`config.mk`:
```
export PLATFORM = sky130hd
export DESIGN_NAME = digdug_wsg_mixer_flat
export DESIGN_NICKNAME = d
export VERILOG_FILES = /design/src/rtl/digdug_wsg_mixer_if.sv /design/src/rtl/digdug_wsg_mixer.sv /design/src/flat_wrapper.sv
export SDC_FILE = /design/constraint.sdc
export NUM_CORES = 1
export LEC_CHECK = 0
export ABC_AREA = 1
export CAP_MARGIN = 15
export CORE_MARGIN = 2
export CORE_UTILIZATION = 56
export DETAILED_ROUTE_END_ITERATION = 12
export PLACE_DENSITY = 0.77
export SYNTH_ARGS = -nofsm -noshare
export SYNTH_HDL_FRONTEND = slang
export SYNTH_SLANG_ARGS = --single-unit
```
`constraint.sdc`:
```
create_clock -name MCLK -period 6.2 [get_ports MCLK]
set_input_delay 1.24 -clock MCLK [delete_from_list [all_inputs] [get_ports MCLK]]
set_output_delay 1.24 -clock MCLK [all_outputs]
set_load 0.03 [all_outputs]
```
`src/rtl/digdug_wsg_mixer_if.sv`:
```
// Bus bundle for the waveform sound generator: register writes from the
// I/O device, the wave ROM address/data pair and the PCM sample output.
interface digdug_wsg_mixer_if #(
    parameter int ACC_W = 20,
    parameter int OUT_W = 8
);
    logic             WR;
    logic [2:0]       WVOICE;
    logic [1:0]       WFLD;
    logic [ACC_W-1:0] WDATA;
    logic [7:0]       WAVEAD;
    logic [3:0]       WAVEDT;
    logic [OUT_W-1:0] SOUT;
    logic             SSTB;

    // Register writer / wave ROM side
    modport master (
        output WR, WVOICE, WFLD, WDATA, WAVEDT,
        input  WAVEAD, SOUT, SSTB
    );

    // Sound generator side
    modport slave (
        input  WR, WVOICE, WFLD, WDATA, WAVEDT,
        output WAVEAD, SOUT, SSTB
    );
endinterface

```
`src/rtl/digdug_wsg_mixer.sv`:
```
// Namco-style waveform sound generator. Once per output sample the voices are
// scanned in turn: phase step, wave ROM fetch, volume scaling and summing,
// followed by one saturated PCM sample with a strobe.
//
// state  | meaning
// -------+------------------------------------------------------------
// IDLE   | wait for the sample divider tick
// ADDR   | present {wave, phase} of voice v to the ROM, advance its phase
// DATA   | ROM latency cycle, address held
// MAC    | add ROM data * volume of voice v into the sum
// DONE   | saturate the sum into SOUT and pulse SSTB
module digdug_wsg_mixer #(
    parameter int VOICES     = 3,
    parameter int ACC_W      = 20,
    parameter int SAMPLE_DIV = 500,
    parameter int OUT_W      = 8,
    parameter int MIX_SHIFT  = 1
) (
    input  logic              MCLK,
    input  logic              RESET,
    digdug_wsg_mixer_if.slave bus
);

    localparam int SUM_W = 8 + $clog2(VOICES);
    localparam int DIV_W = $clog2(SAMPLE_DIV);
    localparam logic [31:0] OUT_MAX = 32'((64'd1 << OUT_W) - 64'd1);

    if (SAMPLE_DIV < 3 * VOICES + 2 || VOICES < 1 || VOICES > 8) begin : g_param_check
        $error("digdug_wsg_mixer: VOICES must be 1..8 and SAMPLE_DIV >= 3*VOICES+2");
    end

    typedef enum logic [2:0] {S_IDLE, S_ADDR, S_DATA, S_MAC, S_DONE} state_t;

    state_t             state_q, state_d;
    logic [DIV_W-1:0]   div_q;
    logic               tick;
    logic [2:0]         v_q;
    logic [SUM_W-1:0]   sum_q;
    logic [SUM_W-1:0]   sum_shift;
    logic               sat_over;
    logic [7:0]         wavead_q;
    logic [OUT_W-1:0]   sout_q;
    logic               sstb_q;
    logic [7:0]         prod;

    logic [ACC_W-1:0]   acc  [VOICES];
    logic [ACC_W-1:0]   freq [VOICES];
    logic [2:0]         wave [VOICES];
    logic [3:0]         vol  [VOICES];

    logic [2:0]         cur_wave;
    logic [4:0]         cur_phase;
    logic [3:0]         cur_vol;

    assign tick      = (div_q == DIV_W'(SAMPLE_DIV - 1));
    assign prod      = {4'd0, bus.WAVEDT} * {4'd0, cur_vol};
    assign sum_shift = sum_q >> MIX_SHIFT;
    assign sat_over  = 32'(sum_shift) > OUT_MAX;

    // The address is combinational in ADDR so a write landing the cycle before
    // is already seen; the register keeps it stable through DATA and beyond.
    assign bus.WAVEAD = (state_q == S_ADDR) ? {cur_wave, cur_phase} : wavead_q;
    assign bus.SOUT   = sout_q;
    assign bus.SSTB   = sstb_q;

    // Select the per-voice registers of the voice being scanned
    always_comb begin
        cur_wave  = '0;
        cur_phase = '0;
        cur_vol   = '0;
        for (int i = 0; i < VOICES; i++) begin
            if (v_q == 3'(i)) begin
                cur_wave  = wave[i];
                cur_phase = acc[i][ACC_W-1 -: 5];
                cur_vol   = vol[i];
            end
        end
    end

    // Sample-rate divider, free running 0..SAMPLE_DIV-1
    always_ff @(posedge MCLK or posedge RESET) begin
        if (RESET) div_q <= '0;
        else       div_q <= tick ? '0 : div_q + DIV_W'(1);
    end

    // Per-voice register file and phase accumulators; out-of-range voices and
    // the reserved field never match, so those writes fall away
    always_ff @(posedge MCLK or posedge RESET) begin
        if (RESET) begin
            for (int i = 0; i < VOICES; i++) begin
                acc[i]  <= '0;
                freq[i] <= '0;
                wave[i] <= '0;
                vol[i]  <= '0;
            end
        end else begin
            for (int i = 0; i < VOICES; i++) begin
                if (bus.WR && bus.WVOICE == 3'(i)) begin
                    case (bus.WFLD)
                        2'd0:    freq[i] <= bus.WDATA;
                        2'd1:    wave[i] <= bus.WDATA[2:0];
                        2'd2:    vol[i]  <= bus.WDATA[3:0];
                        default: ;
                    endcase
                end
                if (state_q == S_ADDR && v_q == 3'(i))
                    acc[i] <= acc[i] + freq[i];
            end
        end
    end

    // FSM state register
    always_ff @(posedge MCLK or posedge RESET) begin
        if (RESET) state_q <= S_IDLE;
        else       state_q <= state_d;
    end

    // FSM next-state logic
    always_comb begin
        state_d = state_q;
        case (state_q)
            S_IDLE:  if (tick) state_d = S_ADDR;
            S_ADDR:  state_d = S_DATA;
            S_DATA:  state_d = S_MAC;
            S_MAC:   state_d = (v_q == 3'(VOICES - 1)) ? S_DONE : S_ADDR;
            S_DONE:  state_d = S_IDLE;
            default: state_d = S_IDLE;
        endcase
    end

    // Scan datapath: voice index, accumulation, address hold and output sample
    always_ff @(posedge MCLK or posedge RESET) begin
        if (RESET) begin
            v_q      <= '0;
            sum_q    <= '0;
            wavead_q <= '0;
            sout_q   <= '0;
            sstb_q   <= 1'b0;
        end else begin
            sstb_q <= 1'b0;
            case (state_q)
                S_IDLE: begin
                    if (tick) begin
                        sum_q <= '0;
                        v_q   <= '0;
                    end
                end
                S_ADDR: wavead_q <= {cur_wave, cur_phase};
                S_MAC: begin
                    sum_q <= sum_q + SUM_W'(prod);
                    v_q   <= v_q + 3'd1;
                end
                S_DONE: begin
                    sout_q <= sat_over ? OUT_W'(OUT_MAX) : OUT_W'(sum_shift);
                    sstb_q <= 1'b1;
                end
                default: ;
            endcase
        end
    end

endmodule

```
`src/flat_wrapper.sv`:
```
// flat-port wrapper written by rule: the top's interface ports become plain ports
module digdug_wsg_mixer_flat 
#(
    parameter int VOICES     = 3,
    parameter int ACC_W      = 20,
    parameter int SAMPLE_DIV = 500,
    parameter int OUT_W      = 8,
    parameter int MIX_SHIFT  = 1
)
  (MCLK, RESET, bus_WR, bus_WVOICE, bus_WFLD, bus_WDATA, bus_WAVEDT, bus_WAVEAD, bus_SOUT, bus_SSTB);
  digdug_wsg_mixer_if #(.ACC_W(ACC_W), .OUT_W(OUT_W)) bus_i ();
  input  logic MCLK;
  input  logic RESET;
  input wire logic [$bits(bus_i.WR)-1:0] bus_WR;
  input wire logic [$bits(bus_i.WVOICE)-1:0] bus_WVOICE;
  input wire logic [$bits(bus_i.WFLD)-1:0] bus_WFLD;
  input wire logic [$bits(bus_i.WDATA)-1:0] bus_WDATA;
  input wire logic [$bits(bus_i.WAVEDT)-1:0] bus_WAVEDT;
  output wire logic [$bits(bus_i.WAVEAD)-1:0] bus_WAVEAD;
  output wire logic [$bits(bus_i.SOUT)-1:0] bus_SOUT;
  output wire logic [$bits(bus_i.SSTB)-1:0] bus_SSTB;
  assign bus_i.WR = bus_WR;
  assign bus_i.WVOICE = bus_WVOICE;
  assign bus_i.WFLD = bus_WFLD;
  assign bus_i.WDATA = bus_WDATA;
  assign bus_i.WAVEDT = bus_WAVEDT;
  assign bus_WAVEAD = bus_i.WAVEAD;
  assign bus_SOUT = bus_i.SOUT;
  assign bus_SSTB = bus_i.SSTB;
  digdug_wsg_mixer #(.VOICES(VOICES), .ACC_W(ACC_W), .SAMPLE_DIV(SAMPLE_DIV), .OUT_W(OUT_W), .MIX_SHIFT(MIX_SHIFT)) u_core (.MCLK(MCLK), .RESET(RESET), .bus(bus_i));
endmodule
```
Yosys cells after proc, flatten, opt, wreduce, memory -nomap -nowiden
Index checks and enable logic that the tools add are counted.

storage, ports and cells
  word-level logic and storage cells = 80
  bits of input ports = 32
  bits in registers = 183
  output and inout bits = 17

cells by class
  add/sub/neg operators = 6
  multiply operators = 1
  reduce and logical (&&, ||, !) cells = 21
  muxes and demuxes = 20
  equal/unequal tests = 12
  $lt $le $gt $ge = 1

operators with widths
  operator               count
  $add A20 B20 Y20       3
  $pmux W10 S2           1
  $reduce_and A2 Y1      10
  $mux W3                6
  $mux W8                2
  $mux W5                3
  $eq A3 B2 Y1 const B   4
  $mux W4                3
  $pmux W3 S4            1
  $add A10 B8 Y10        1
  $mux W10               1
  $add A9 B1 Y9 const B  1
  $eq A3 B1 Y1 const B   3
  $eq A9 B9 Y1 const B   1
  $gt A9 B8 Y1 const B   1
  $logic_not A3 Y1       3
  $mux W9                1
  $mul A4 B4 Y8          1
  $logic_and A1 B1 Y1    6
  $pmux W3 S2            1
  $add A3 B1 Y3 const B  1
  $eq A3 B3 Y1 const B   1
  $eq A2 B1 Y1 const B   1
  $eq A2 B2 Y1 const B   1
  other kinds (4)        4

Depth between registers and ports, before layout
  depth in word-level cells = 7
  mapped depth = 24
  gate-level depth less buffers = 23

Worst setup path before layout
Ideal clock, no wire load.

  kind = input-to-reg
  start point = in bus_WAVEDT[0]
  end point = reg u_core.sum_q[7]
  library setup time = 123 ps
  arrival time = 3993 ps
  path buffers = 0
  setup slack = 2084 ps
  data required time = 6077 ps
  cell stages on the path = 14
  cells stage by stage = inv_1 > or2_1 > fa_1 > fa_1 > fa_1 > inv_1 > ha_1 > nand3_1 > nand3_1 > nand2_1 > a21oi_1 > a21oi_1 > o21ai_0 > nand2_1

between the ends
  cells in the longest elaborated chain, start to end = 3

RTL lines
  what                  line                     source
  from (decl)           flat_wrapper.sv:18       input wire logic [$bits(bus_i.WAVEDT)-1:0] bus_WAVEDT;
  $mul A4 B4 Y8         digdug_wsg_mixer.sv:56   assign prod = {4'd0, bus.WAVEDT} * {4'd0, cur_vol};
  $add A10 B8 Y10       digdug_wsg_mixer.sv:150  sum_q <= sum_q + SUM_W'(prod);
  $pmux W10 S2          digdug_wsg_mixer.sv:141  case (state_q)
  to (signal assigned)  digdug_wsg_mixer.sv:150
  to (decl)             digdug_wsg_mixer.sv:38   logic [SUM_W-1:0] sum_q;

Every way passes these cells.
A chain may end at the register's enable or synchronous reset.

Worst setup path in the final report
  start point = reg u_core.v_q[0]
  end point = reg u_core.sum_q[7]

between the ends
  cells in the longest elaborated chain, start to end = 7
  elaborated cells on any way between the ends = 9
  classes of those cells = 1 x add/sub; 1 x mul; 2 x eq/ne; 4 x mux; 1 x reduce/logical

RTL lines
  what                    line                     source
  from (decl)             digdug_wsg_mixer.sv:37   logic [2:0] v_q;
  from (signal assigned)  digdug_wsg_mixer.sv:151  v_q <= v_q + 3'd1;
  $logic_not A3 Y1        digdug_wsg_mixer.sv:72   if (v_q == 3'(i)) begin
  $mux W4 (2 in a row)    digdug_wsg_mixer.sv:72
  $mux W4 (*)             digdug_wsg_mixer.sv:72
  $mul A4 B4 Y8 (*)       digdug_wsg_mixer.sv:56
  $add A10 B8 Y10 (*)     digdug_wsg_mixer.sv:150
  $pmux W10 S2 (*)        digdug_wsg_mixer.sv:141

Mark *: on every way between the ends. The rest lies on a longest branch, timed or not.

==> impl_results.md <==
- Seq/Total Area, Yosys: 39.89%
- Grt total ovfl: 0
- WL/cell: 13.94 um
- Dominant cells by area after synthesis: dfrtp_1 (40%), nand2_1 (17%), ha_1 (8.7%), inv_1 (6.0%), o21ai_0 (4.9%)
- Setup violators final: 0
- Clk sinks: 183
- Cell accounting for the most synthesized area: dfrtp_1
- Yosys Warn Count: 0
- Die height: 147.2 um
- Vias in the first global route: 9,410
- Post-CTS Hold Buffers: 0
- CTS Buf Count: 17
- First-pass GRT wire length: 44,360 um
- Finished Layout Cells: 1,849
- Reg clk slew, reported paths: 0.07 ns
- CP cell instances: inv_1 -> ha_1 -> nand2_2 -> nor2_2 -> a22oi_1 -> nand2_1 -> o21ai_0 -> or2_1 -> fa_1 -> fa_1 -> fa_1 -> inv_1 -> ha_1 -> nand3_1 -> nand3_1 -> nand2_1 -> a21oi_1 -> a21oi_1 -> o21ai_0 -> nand2_1
- Fin Setup TNS: 0 ns
- Post-synth top cells: nand2_1 (518), inv_1 (184), dfrtp_1 (183)
- DRC: 0
- Routed Antenna Nets: 0
- Post-CTS sizing: 0
- Post-DP HPWL: 18,820 um
- Yosys reg bits: 183
- Critical path launch point type: flip-flop
- Vias: 9,764
- Share of cells above drive strength 1: 4.940%
- Ys async rst share: 100.0%
- ANT cells: 0
- Setup CP Type: reg2reg
- Status: finished clean
- Syn avg cell area: 7.533 um^2
- Clk root buf: clkbuf_16
- IO Pins: 49
- Top-area cell type share of the netlist area: 39.89%
- Dpl cells: 1,816
- Crit-path max FO: 12
- Clock latency on the worst-skew pair: 0.44 ns
- HP Class: reg2reg
- Largest net degree at the start of global routing: 184
- Period minus WS final: 4.565 ns
- Most numerous cell in the Yosys netlist: nand2_1
- Cell row count: 52
- CTS tree: done
- Post-synth top flop: dfrtp_1
- Worst vdd ir: 210.9 uV
- Crit-path slowest cell: fa_1
- Tcrit/Tclk final: 73.62%
- Critical Path End Type: flip-flop
- Slew HR: 29.37%
- Worst-Margin Slew: 1.058 ns
- RSZ-0062 raised after global routing: no
- P_leak: 6.864 nW
- Placed Area: 12,150 um^2
- Max Transition Viols Final: 0
- Mapped Cells: 1,524
- Initial antenna violation count: 0
- DR pass1 iterations: 6
- Count of cell types in the netlist: 39
- H-tree depth: 4
- Setup bufs post-CTS: 0
- Routed WL: 25,780 um
- GPL Wtd Cong: 0.9278
- GRT Total Usage: 25.16%
- Pwr dens: 236.6 nW/um^2
- CORE AREA: 20,170 um^2
- Hold Vio Cnt, Final: 0
- Initial core utilization: 56.92%
- CP required: 6.53 ns
- Synth Net Count: 1,648
- Starting DRT DRC Count: 661
- Clock skew: 0.007269 ns
- Post-Syn Area: 11,480 um^2
- Die area: 21,660 um^2
- Die span in x: 147.2 um
- IO buf count: 48
- Max cap viols: 0
- EDFF count, synth: 0
- Area delta synth->final: 11.30%
- Post-route cell area: 12,780 um^2
- Vias/cell: 5.281
- Critical Path Max Stage Delay: 0.51 ns
- CTS Buffer Depth: 2
- Max Freq: 219.1 MHz
- Number of nets in the layout: 1,690
- Worst Path Arrival: 4.89 ns
## routing by layer
layer / up-vias / part of all wire [%] / track usage (%)
li1: 4985 / - / -
met1: 4499 / 47 / 34.09
met2: 230 / 46 / 41.12
met3: 50 / 3.9 / 3.975
met4: 0 / 2.8 / 9.327
met5: - / 0 / 0
## report_power, final
part           switching, mW  leakage, nW  internal, mW
combinational          0.339         4.15         0.223
clock                  0.483        0.286         0.619
sequential            0.0683         2.43          1.29
total                  0.890         6.86          2.13
## cell families after synthesis
kind of cell	Yosys count	synth area share (%)
compound gates	224	10.85
xor+xnor	32	2.441
fa+ha+maj	92	10.81
buf+inv	218	7.857
flops	183	39.89
simple gates	775	28.15
## flip-flops by register name (all words and copies together), names as in the netlist
name and count:
u_core.bus.SOUT 8, u_core.div_q 9, u_core.bus.SSTB 1, u_core.sum_q 10
u_core.state_q 3, u_core.vol 12, u_core.wavead_q 8, u_core.freq 60
u_core.v_q 3, u_core.acc 60, u_core.wave 9
## area by class of cell
type	count	area [um^2]
Clock inverter	13	145.1
Sequential cell	183	4579
Inverter	189	720.7
Multi-Input combinational cell	1123	6000
Fill cell	1830	7391
Tap cell	270	337.8
Clock buffer	19	452.9
Timing Repair Buffer	52	543.0
## critical path: cells and delay by family, from the launching register on
kind / cells / cell delay (ns)
fa+ha+maj: 5 / 2.07
simple gates: 8 / 1.18
compound gates: 5 / 0.61
flops: 1 / 0.41
buf+inv: 2 / 0.17
## final timing paths
| path | start | end | slack [ns] | cells past startpoint |
|---|---|---|---|---|
| setup / recovery | u_core.v_q[0] | u_core.sum_q[7] | 1.64 | 20 |
| hold / removal | u_core.div_q[0] | u_core.div_q[0] | 0.47 | 1 |
| setup reg to reg | u_core.v_q[0] | u_core.sum_q[7] | 1.64 | 20 |
| hold reg to reg | u_core.div_q[0] | u_core.div_q[0] | 0.47 | 1 |
| max in group asynchronous | RESET | u_core.acc[33] | 4.03 | 3 |
| min in group asynchronous | RESET | u_core.freq[44] | 1.37 | 3 |
## cell usage in the layout (no fill, tap or decap), types with 7 or more instances in the layout
cell type        synthesis  final
nor2_1                 105    105
fa_1                    12     12
dfrtp_1                183    183
nand2_1                518    518
a21oi_1                 60     60
xor2_1                  12     12
ha_1                    80     80
xnor2_1                 20     20
nand3b_1                14     14
clkdlybuf4s50_1          0     48
inv_1                  184    183
o21ai_2                 20     20
a31oi_1                 12     12
and2_1                   8      8
clkbuf_16                0     17
nand4_1                  7      7
o21ai_0                112    112
nand3_1                 95     95
nor3_1                   7      7
## metrics by stage
stage / util (%) / hold slack [ns] / total power, mW / setup WS [ns]
2_1_floorplan: - / 0.4329 / 1.792 / 2.084
3_3_place_gp: 60.25 / 0.4529 / 1.914 / 1.477
3_5_place_dp: 60.25 / 0.4572 / 1.934 / 1.418
4_1_cts: 63.22 / 0.4719 / 3.042 / 1.631
5_1_grt: 63.36 / 0.5133 / 3.189 / 1.272
6_report: 63.36 / 0.4707 / 3.024 / 1.635
Power figures use the tool's default switching activity.
